$ cat config.mk
export PLATFORM = sky130hd
export DESIGN_NAME = pc_sequencer
export DESIGN_NICKNAME = d
export VERILOG_FILES = /design/src/rtl/trsq_pkg.sv /design/src/rtl/ret_stack.sv /design/src/rtl/pc_sequencer.sv
export SDC_FILE = /design/constraint.sdc
export NUM_CORES = 1
export LEC_CHECK = 0
export ABC_AREA = 1
export CAP_MARGIN = 5
export CELL_PAD_IN_SITES_DETAIL_PLACEMENT = 1
export CELL_PAD_IN_SITES_GLOBAL_PLACEMENT = 2
export CORE_ASPECT_RATIO = 1.75
export CORE_UTILIZATION = 35
export CTS_CLUSTER_SIZE = 12
export DETAILED_ROUTE_END_ITERATION = 8
export PLACE_DENSITY_LB_ADDON = 0.1
export SLEW_MARGIN = 20
export SYNTH_ARGS = -nofsm -noshare
export SYNTH_HDL_FRONTEND = slang
export SYNTH_SLANG_ARGS = --single-unit
$ cat constraint.sdc
create_clock -name clk_ip -period 5.25 [get_ports clk_ip]
set_input_delay 1.575 -clock clk_ip [delete_from_list [all_inputs] [get_ports clk_ip]]
set_output_delay 1.575 -clock clk_ip [all_outputs]
set_load 0.005 [all_outputs]
$ cat src/rtl/trsq_pkg.sv
// trsq_pkg: shared PC-source encoding, default parameters and vector-address helper.
package trsq_pkg;
    localparam int PC_W_DEF        = 13;
    localparam int STACK_DEPTH_DEF = 4;
    localparam int N_IRQ_DEF       = 4;
    localparam int VEC_BASE_DEF    = 4;
    localparam int VEC_STRIDE_DEF  = 4;

    typedef enum logic [2:0] {
        PC_HOLD,
        PC_INC,
        PC_SKIP,
        PC_JMP,
        PC_CALL,
        PC_RET,
        PC_VEC
    } pc_src_e;

    function automatic int unsigned vec_addr(input int unsigned base, input int unsigned stride,
                                             input int unsigned idx);
        return base + idx * stride;
    endfunction
endpackage

$ cat src/rtl/ret_stack.sv
// ret_stack: parametrised return-address LIFO with sticky overflow/underflow flags.
module ret_stack #(
    parameter int W     = 13,
    parameter int DEPTH = 4,
    parameter int DW    = $clog2(DEPTH + 1)
) (
    input  logic          clk_ip,
    input  logic          reset_n_ip,
    input  logic          push,
    input  logic          pop,
    input  logic [W-1:0]  push_data,
    input  logic          clr_err,
    output logic [W-1:0]  top,
    output logic          full,
    output logic          empty,
    output logic [DW-1:0] depth,
    output logic          ovf,
    output logic          unf
);
    localparam int AW = DEPTH > 1 ? $clog2(DEPTH) : 1;

    logic [W-1:0] mem [DEPTH];

    assign full  = depth == DW'(DEPTH);
    assign empty = depth == '0;
    assign top   = empty ? '0 : mem[AW'(depth - DW'(1))];

    always_ff @(posedge clk_ip)
        if (push && !full) mem[AW'(depth)] <= push_data;

    // A new error in the same cycle as a clear keeps the flag set.
    always_ff @(posedge clk_ip or negedge reset_n_ip)
        if (!reset_n_ip) begin
            depth <= '0;
            ovf   <= 1'b0;
            unf   <= 1'b0;
        end else begin
            depth <= push && !full ? depth + DW'(1) : pop && !empty ? depth - DW'(1) : depth;
            ovf   <= push && full ? 1'b1 : clr_err ? 1'b0 : ovf;
            unf   <= pop && empty ? 1'b1 : clr_err ? 1'b0 : unf;
        end
endmodule

$ cat src/rtl/pc_sequencer.sv
// pc_sequencer: program counter, return stack and prioritised vectored interrupt controller.
module pc_sequencer
    import trsq_pkg::*;
#(
    parameter int PC_W        = PC_W_DEF,
    parameter int STACK_DEPTH = STACK_DEPTH_DEF,
    parameter int N_IRQ       = N_IRQ_DEF,
    parameter int VEC_BASE    = VEC_BASE_DEF,
    parameter int VEC_STRIDE  = VEC_STRIDE_DEF,
    parameter int DW          = $clog2(STACK_DEPTH + 1)
) (
    input  logic             clk_ip,
    input  logic             reset_n_ip,
    input  logic             jmp_ip,
    input  logic             call_ip,
    input  logic             ret_ip,
    input  logic             reti_ip,
    input  logic             skip_ip,
    input  logic             halt_ip,
    input  logic [PC_W-1:0]  tgt_ip,
    input  logic [N_IRQ-1:0] irq_ip,
    input  logic             ien_wr_ip,
    input  logic [N_IRQ:0]   ien_data_ip,
    input  logic             clr_err_ip,
    output logic [PC_W-1:0]  pc_op,
    output logic             irq_take_op,
    output logic [N_IRQ-1:0] irq_ack_op,
    output logic [N_IRQ-1:0] pending_op,
    output logic [N_IRQ:0]   ien_op,
    output logic [DW-1:0]    depth_op,
    output logic             halted_op,
    output logic             ovf_op,
    output logic             unf_op
);
    logic [PC_W-1:0]  pc_nxt, top, push_data, vec;
    logic [N_IRQ-1:0] s1, s2, s3, en, qual, win, edges;
    logic             gie, take, push, pop, set_gie, full, empty;
    pc_src_e          src;

    ret_stack #(.W(PC_W), .DEPTH(STACK_DEPTH), .DW(DW)) u_stack (
        .clk_ip    (clk_ip),
        .reset_n_ip(reset_n_ip),
        .push      (push),
        .pop       (pop),
        .push_data (push_data),
        .clr_err   (clr_err_ip),
        .top       (top),
        .full      (full),
        .empty     (empty),
        .depth     (depth_op),
        .ovf       (ovf_op),
        .unf       (unf_op)
    );

    assign edges       = s2 & ~s3;
    assign ien_op      = {gie, en};
    assign irq_take_op = take;

    // Lowest pending-and-enabled channel wins; the vector loop walks down so index 0 lands last.
    always_comb begin
        qual = pending_op & en;
        win  = qual & (~qual + N_IRQ'(1));
        take = gie & |qual & ~full;
        vec  = '0;
        for (int i = N_IRQ - 1; i >= 0; i--)
            if (qual[i]) vec = PC_W'(vec_addr(VEC_BASE, VEC_STRIDE, i));
        src = take ? PC_VEC : (halted_op | halt_ip) ? PC_HOLD : jmp_ip ? PC_JMP :
              call_ip ? PC_CALL : (ret_ip | reti_ip) ? PC_RET : skip_ip ? PC_SKIP : PC_INC;
        set_gie   = src == PC_RET && !ret_ip;
        push      = src == PC_VEC || src == PC_CALL;
        pop       = src == PC_RET;
        push_data = take ? pc_op : pc_op + PC_W'(1);
        pc_nxt = src == PC_VEC ? vec :
                 src == PC_HOLD ? pc_op :
                 (src == PC_JMP || src == PC_CALL) ? tgt_ip :
                 (src == PC_RET && !empty) ? top :
                 src == PC_SKIP ? pc_op + PC_W'(2) : pc_op + PC_W'(1);
    end

    always_ff @(posedge clk_ip or negedge reset_n_ip)
        if (!reset_n_ip) begin
            {s3, s2, s1} <= '0;
            pending_op   <= '0;
            irq_ack_op   <= '0;
            en           <= '0;
            gie          <= 1'b0;
            halted_op    <= 1'b0;
            pc_op        <= '0;
        end else begin
            {s3, s2, s1} <= {s2, s1, irq_ip};
            pending_op   <= (pending_op & ~(take ? win : '0)) | edges;
            irq_ack_op   <= take ? win : '0;
            en           <= ien_wr_ip ? ien_data_ip[N_IRQ-1:0] : en;
            gie          <= take ? 1'b0 : set_gie ? 1'b1 : ien_wr_ip ? ien_data_ip[N_IRQ] : gie;
            halted_op    <= take ? 1'b0 : halted_op | halt_ip;
            pc_op        <= pc_nxt;
        end
endmodule

[Word level (Yosys, flattened, before mapping)]
Memory sizes are Yosys's and may differ from the RTL's.
Cells that the tools add are included.
Cells by class
  reduce and logical (&&, ||, !) cells: 17
  eq/ne operators: 7
  bitwise operators: 13
  $add $sub $neg: 5
  muxes and demuxes: 29
Operators with widths (count)
  13-bit two-way mux: 9
  3-bit two-way mux: 7
  4-bit AND: 4
  13-bit by 1-bit adder with 13-bit output, second input constant: 1
  13-bit by 2-bit adder with 13-bit output, second input constant: 1
  3-bit equality test, second input constant: 4
  4-bit NOT: 3
  5-bit two-way mux: 2
  1-bit two-way mux: 9
  3-bit by 2-bit equality test with 1-bit output, second input constant: 2
  3-bit logical NOT: 2
  2-bit nonzero test: 3
  1-bit logical AND: 5
  4-bit by 1-bit adder with 4-bit output, second input constant: 1
  4-bit two-way mux: 1
  4-bit OR: 1
  4-bit OR reduction: 1
  3-bit by 1-bit adder with 3-bit output, second input constant: 1
  1-bit logical NOT: 3
  3-bit nonzero test: 1
  3-bit by 1-bit subtractor with 3-bit output, second input constant: 1
  1-bit AND: 2
  1-bit logical OR: 2
  2-bit two-way mux: 1
  3 further kinds: 4
Word-level totals
  bits in writable memories: 52
  memories: 1
  register bits: 44
Memories
  u_stack.mem: words 4, bits a word 13, read ports 1, clocked after memory_dff 0, wr ports 1, line ret_stack.sv:22  | logic [W-1:0] mem [DEPTH];

[Longest topological paths before layout]
  depth in word-level cells: 12
  depth in mapped cells: 20
  depth with buffers taken out: 16

[Cells and area by module]
A second synthesis with hierarchy kept.
Second synthesis, totals
  cells, all modules: 600
  area total of the unflattened synthesis: 5142.4 um2
Modules (own cells, without submodules)
  ret_stack: times used 1, cells each 254, area an instance 2603.7 um2, sequential area each 1686.6 um2
  pc_sequencer: times used 1, cells each 346, area an instance 2538.7 um2, sequential area each 975.9 um2

[Worst setup path before layout]
OpenSTA, ideal clock, no wires.
  path kind: flip-flop to output port
  start point: reg u_stack.depth[0]
  end point: out irq_take_op
  stages on the path, launching flop included: 10
  data arrival time: 2.045 ns
  setup slack: 1.630 ns
  required time: 3.675 ns
  path buffers: 4
  cells stage by stage: dfrtp_1 > buf_2 > clkinv_1 > buf_2 > buf_1 > ha_1 > nand2_2 > nand2_2 > nor2_2 > clkbuf_1
Between the ends
  longest elaborated chain between the ends: 3
Ends and longest elaborated chain
  start, declared: line ret_stack.sv:16  | output logic [DW-1:0] depth,
  start signal, assigned: line ret_stack.sv:38  | depth <= push && !full ? depth + DW'(1) : pop && !empty ? depth - DW'(1) : depth;
  3-bit equality test: line ret_stack.sv:24  | assign full = depth == DW'(DEPTH);
  1-bit NOT: line pc_sequencer.sv:63  | take = gie & |qual & ~full;
  1-bit AND: line pc_sequencer.sv:63
  end, declared: line pc_sequencer.sv:26  | output logic irq_take_op,
No other way between the ends.

[Worst setup path after layout]
Same ends and word-level chain as after synthesis.

==> out/summary.md <==
- **status** finished clean
- **number of H-tree levels** 3
- **clock slew at reported path FFs** 0.07 ns
- **number of placement rows** 56
- **static leakage** 2.579 nW
- **sequential share of the synthesized area** 54.19%
- **worst skew pair latency** 0.35 ns
- **number of warnings reported in the yosys synthesis log** 0
- **post-synthesis cell type count** 37
- **chip width** 91.57 um
- **DRC violation total after the first TritonRoute iteration** 122
- **TritonCTS clock tree** built
- **layout cell share with drive strength beyond 1** 7.508%
- **synthesized netlist cell count** 560
- **Inserted Diodes** 0
- **vias in the first global route** 4,258
- **top-area cell type share of the netlist area** 31.78%
- **Synth Flop Type** edfxtp_1
- **element type at the critical path end** primary output
- **Slew @ Worst Pin** 0.6429 ns
- **final max-slew violation count** 0
- **startpoint type of the worst setup path** flip-flop
- **most common library cells after synthesis** 150 x nand2_1, 71 x nor2_1, 53 x inv_1
- **Synth Net Count** 599
- **critical path data required time** 3.68 ns
- **mean instance size in the synthesized netlist** 8.774 um^2
- **Post-CTS Repair Setup Buffers** 0
- **post-CTS sizing** 0
- **final number of hold-violating endpoints** 0
- **worst min path class** flip-flop to flip-flop
- **Hold Worst Slack** 0.3520 ns
- **initial antenna violation count** 0
- **proportion of synthesized flip-flops having asynchronous set or reset** 45.83%
- **unrepaired setup endpoints after global routing** false
- **# hold bufs at CTS** 0
- **Final Wtd Congestion** 0.8565
- **post-route minimum period** 4.121 ns
- **Boundary Pins** 65
- **worst clock skew on the final layout** 0.007074 ns
- **WP data arrival** 2.55 ns
- **routed len/inst** 18.17 um
- **Via Count** 4,000
- **biggest area consumer among synthesized cells** edfxtp_1
- **total wire length after detailed routing** 14,540 um
- **DP HPWL** 10,420 um
- **pwr/cell area** 552.2 nW/um^2
- **max-slew headroom at the worst pin** 56.69%
- **number of CTS-inserted buffers** 9
- **number of optimization iterations in the first detailed-route pass** 6
- **post-route clock period utilization** 78.49%
- **area enclosed by the die boundary** 14,540 um^2
- **flip-flop and latch count after synthesis** 96
- **minimum setup slack among reg-to-reg paths** 1.95 ns
- **core outline area** 13,520 um^2
- **Vias per Instance** 5.000
- **worst r2r src** u_stack.depth[0]
- **overall global routing resource usage** 21.25%
- **first-pass GRT wire length** 23,250 um
- **maximum fanout count along the critical path** 31
- **Endpoint, Worst Hold** s2[2]
- **Starting Density** 36.33%
- **synthesis-to-layout area growth** 21.93%
- **number of standard cells in the final layout excluding fillers** 800
- **most instantiated library cell after synthesis** nand2_1
- **residual DRC count** 0
- **final total negative setup slack** 0 ns
- **Placed Cells incl. Taps** 784
- **clock root buffer master** clkbuf_16
- **final net count** 660
- **buffer levels on the longest clock path** 2
- **EDFF count, synth** 52
- **number of violations of the max-capacitance limit** 0
- **min-delay src** s1[2]
- **cell area after synthesis** 4913 um^2
- **number of sinks driven by the clock tree** 96
- **maximum vdd ir drop** 223.2 uV
- **Crit Path Category** flip-flop to primary output
- **timing-limited maximum frequency** 0.2427 GHz
- **post-route ant nets** 0
- **quantity of I/O buffers inserted on ports** 64
- **end-of-flow core utilization** 44.30%
- **overflow left after global routing** 0
- **depth of the worst register-to-register path** 17
- **worst reg2reg endpoint** pc_op[12]
- **top cells by area, synth** edfxtp_1 32%, dfrtp_1 22%, nand2_1 11%
- **Hold Crit Depth** 0
- **Die Height** 158.7 um
- **maximum number of pins on one net before global-route repair** 45
- **number of endpoints failing setup at the final stage** 0
-- cells by family (layout without fill, tap and decap cells) --
family          after synthesis  count (layout)  synth area share [%]
compound gates               72              72                 8.174
xor+xnor                     21              21                 3.743
fa+ha+maj                     7               7                 1.782
buf+inv                      79             145                 6.901
flops                        96              96                 54.19
mux                           3               3                0.6621
simple gates                282             282                 24.55
-- through the flow --
stage | setup WS, ns | power, mW | area (um^2)
after global routing | 0.9412 | 3.565 | 5991
after CTS | 1.081 | 3.359 | 5988
after detailed placement | 1.243 | 2.694 | 5702
after floorplan | 1.630 | 2.106 | 4913
after global placement | 1.287 | 2.652 | 5702
final | 1.129 | 3.308 | 5991
-- layout by cell type, fill, tap and decap left out, types with 7 or more instances in the layout --
master,n
buf_4,9
clkbuf_16,9
clkdlybuf4s50_1,63
dfrtp_1,44
edfxtp_1,52
ha_1,7
inv_1,53
nand2_1,150
nand3_1,33
nand4_1,9
nor2_1,71
o21ai_0,49
o22ai_1,10
xor2_1,17
-- registers in the layout, indices dropped and copies added (netlist names) --
| register | flops |
|---|---|
| halted_op | 1 |
| u_stack.depth | 3 |
| u_stack.mem | 52 |
| gie | 1 |
| pc_op | 13 |
| s2 | 4 |
| irq_ack_op | 4 |
| s3 | 4 |
| en | 4 |
| s1 | 4 |
| u_stack.ovf | 1 |
| u_stack.unf | 1 |
| pending_op | 4 |
-- how the worst max path moves through the flow --
stage | endpoint | slack (ns) | start | cells past startpoint
after global routing | irq_take_op | 0.94 | u_stack.depth[0] | 8
after detailed placement | pc_op[10] | 1.24 | halt_ip | 13
final | irq_take_op | 1.13 | u_stack.depth[0] | 8
after CTS | irq_take_op | 1.08 | u_stack.depth[0] | 8
after floorplan | irq_take_op | 1.63 | u_stack.depth[0] | 9
after global placement | pc_op[10] | 1.29 | halt_ip | 13
-- area by class of cell --
cell class              count  area, um^2
clock buffers               9       225.2
inverters                  57       214.0
repair buffers             72       698.2
multi-input cells         385        1912
flip-flops and latches     96        2663
fillers                  1618        7532
clock inverters             7       61.31
well taps                 174       217.7
-- critical path, cell delays in order (launching register included) --
cell and delay, ns:
dfrtp_1 0.33, buf_4 0.32, clkinv_1 0.11, buf_4 0.24, ha_1 0.27, nand2_2 0.13, nand2_2 0.12, nor2_2 0.15
clkdlybuf4s50_1 0.51
-- per-layer routing --
metal / wire length (um) / up-vias / share of wire (%) / GRT usage (%)
met4: 212 / 0 / 1.5 / 6.710
met5: 0 / - / 0 / 0
met2: 7905 / 78 / 54 / 39.44
met3: 416 / 14 / 2.9 / 3.352
met1: 6006 / 1963 / 41 / 24.41
li1: - / 1945 / - / -
-- report_power, final --
part           total [mW]  leakage (nW)  internal, mW  switching [mW]
logic                1.48          1.42         0.528           0.947
clock network       0.654         0.140         0.332           0.322
registers            1.18          1.02          1.03           0.148
Note: power is estimated with default switching activity, not from simulation.
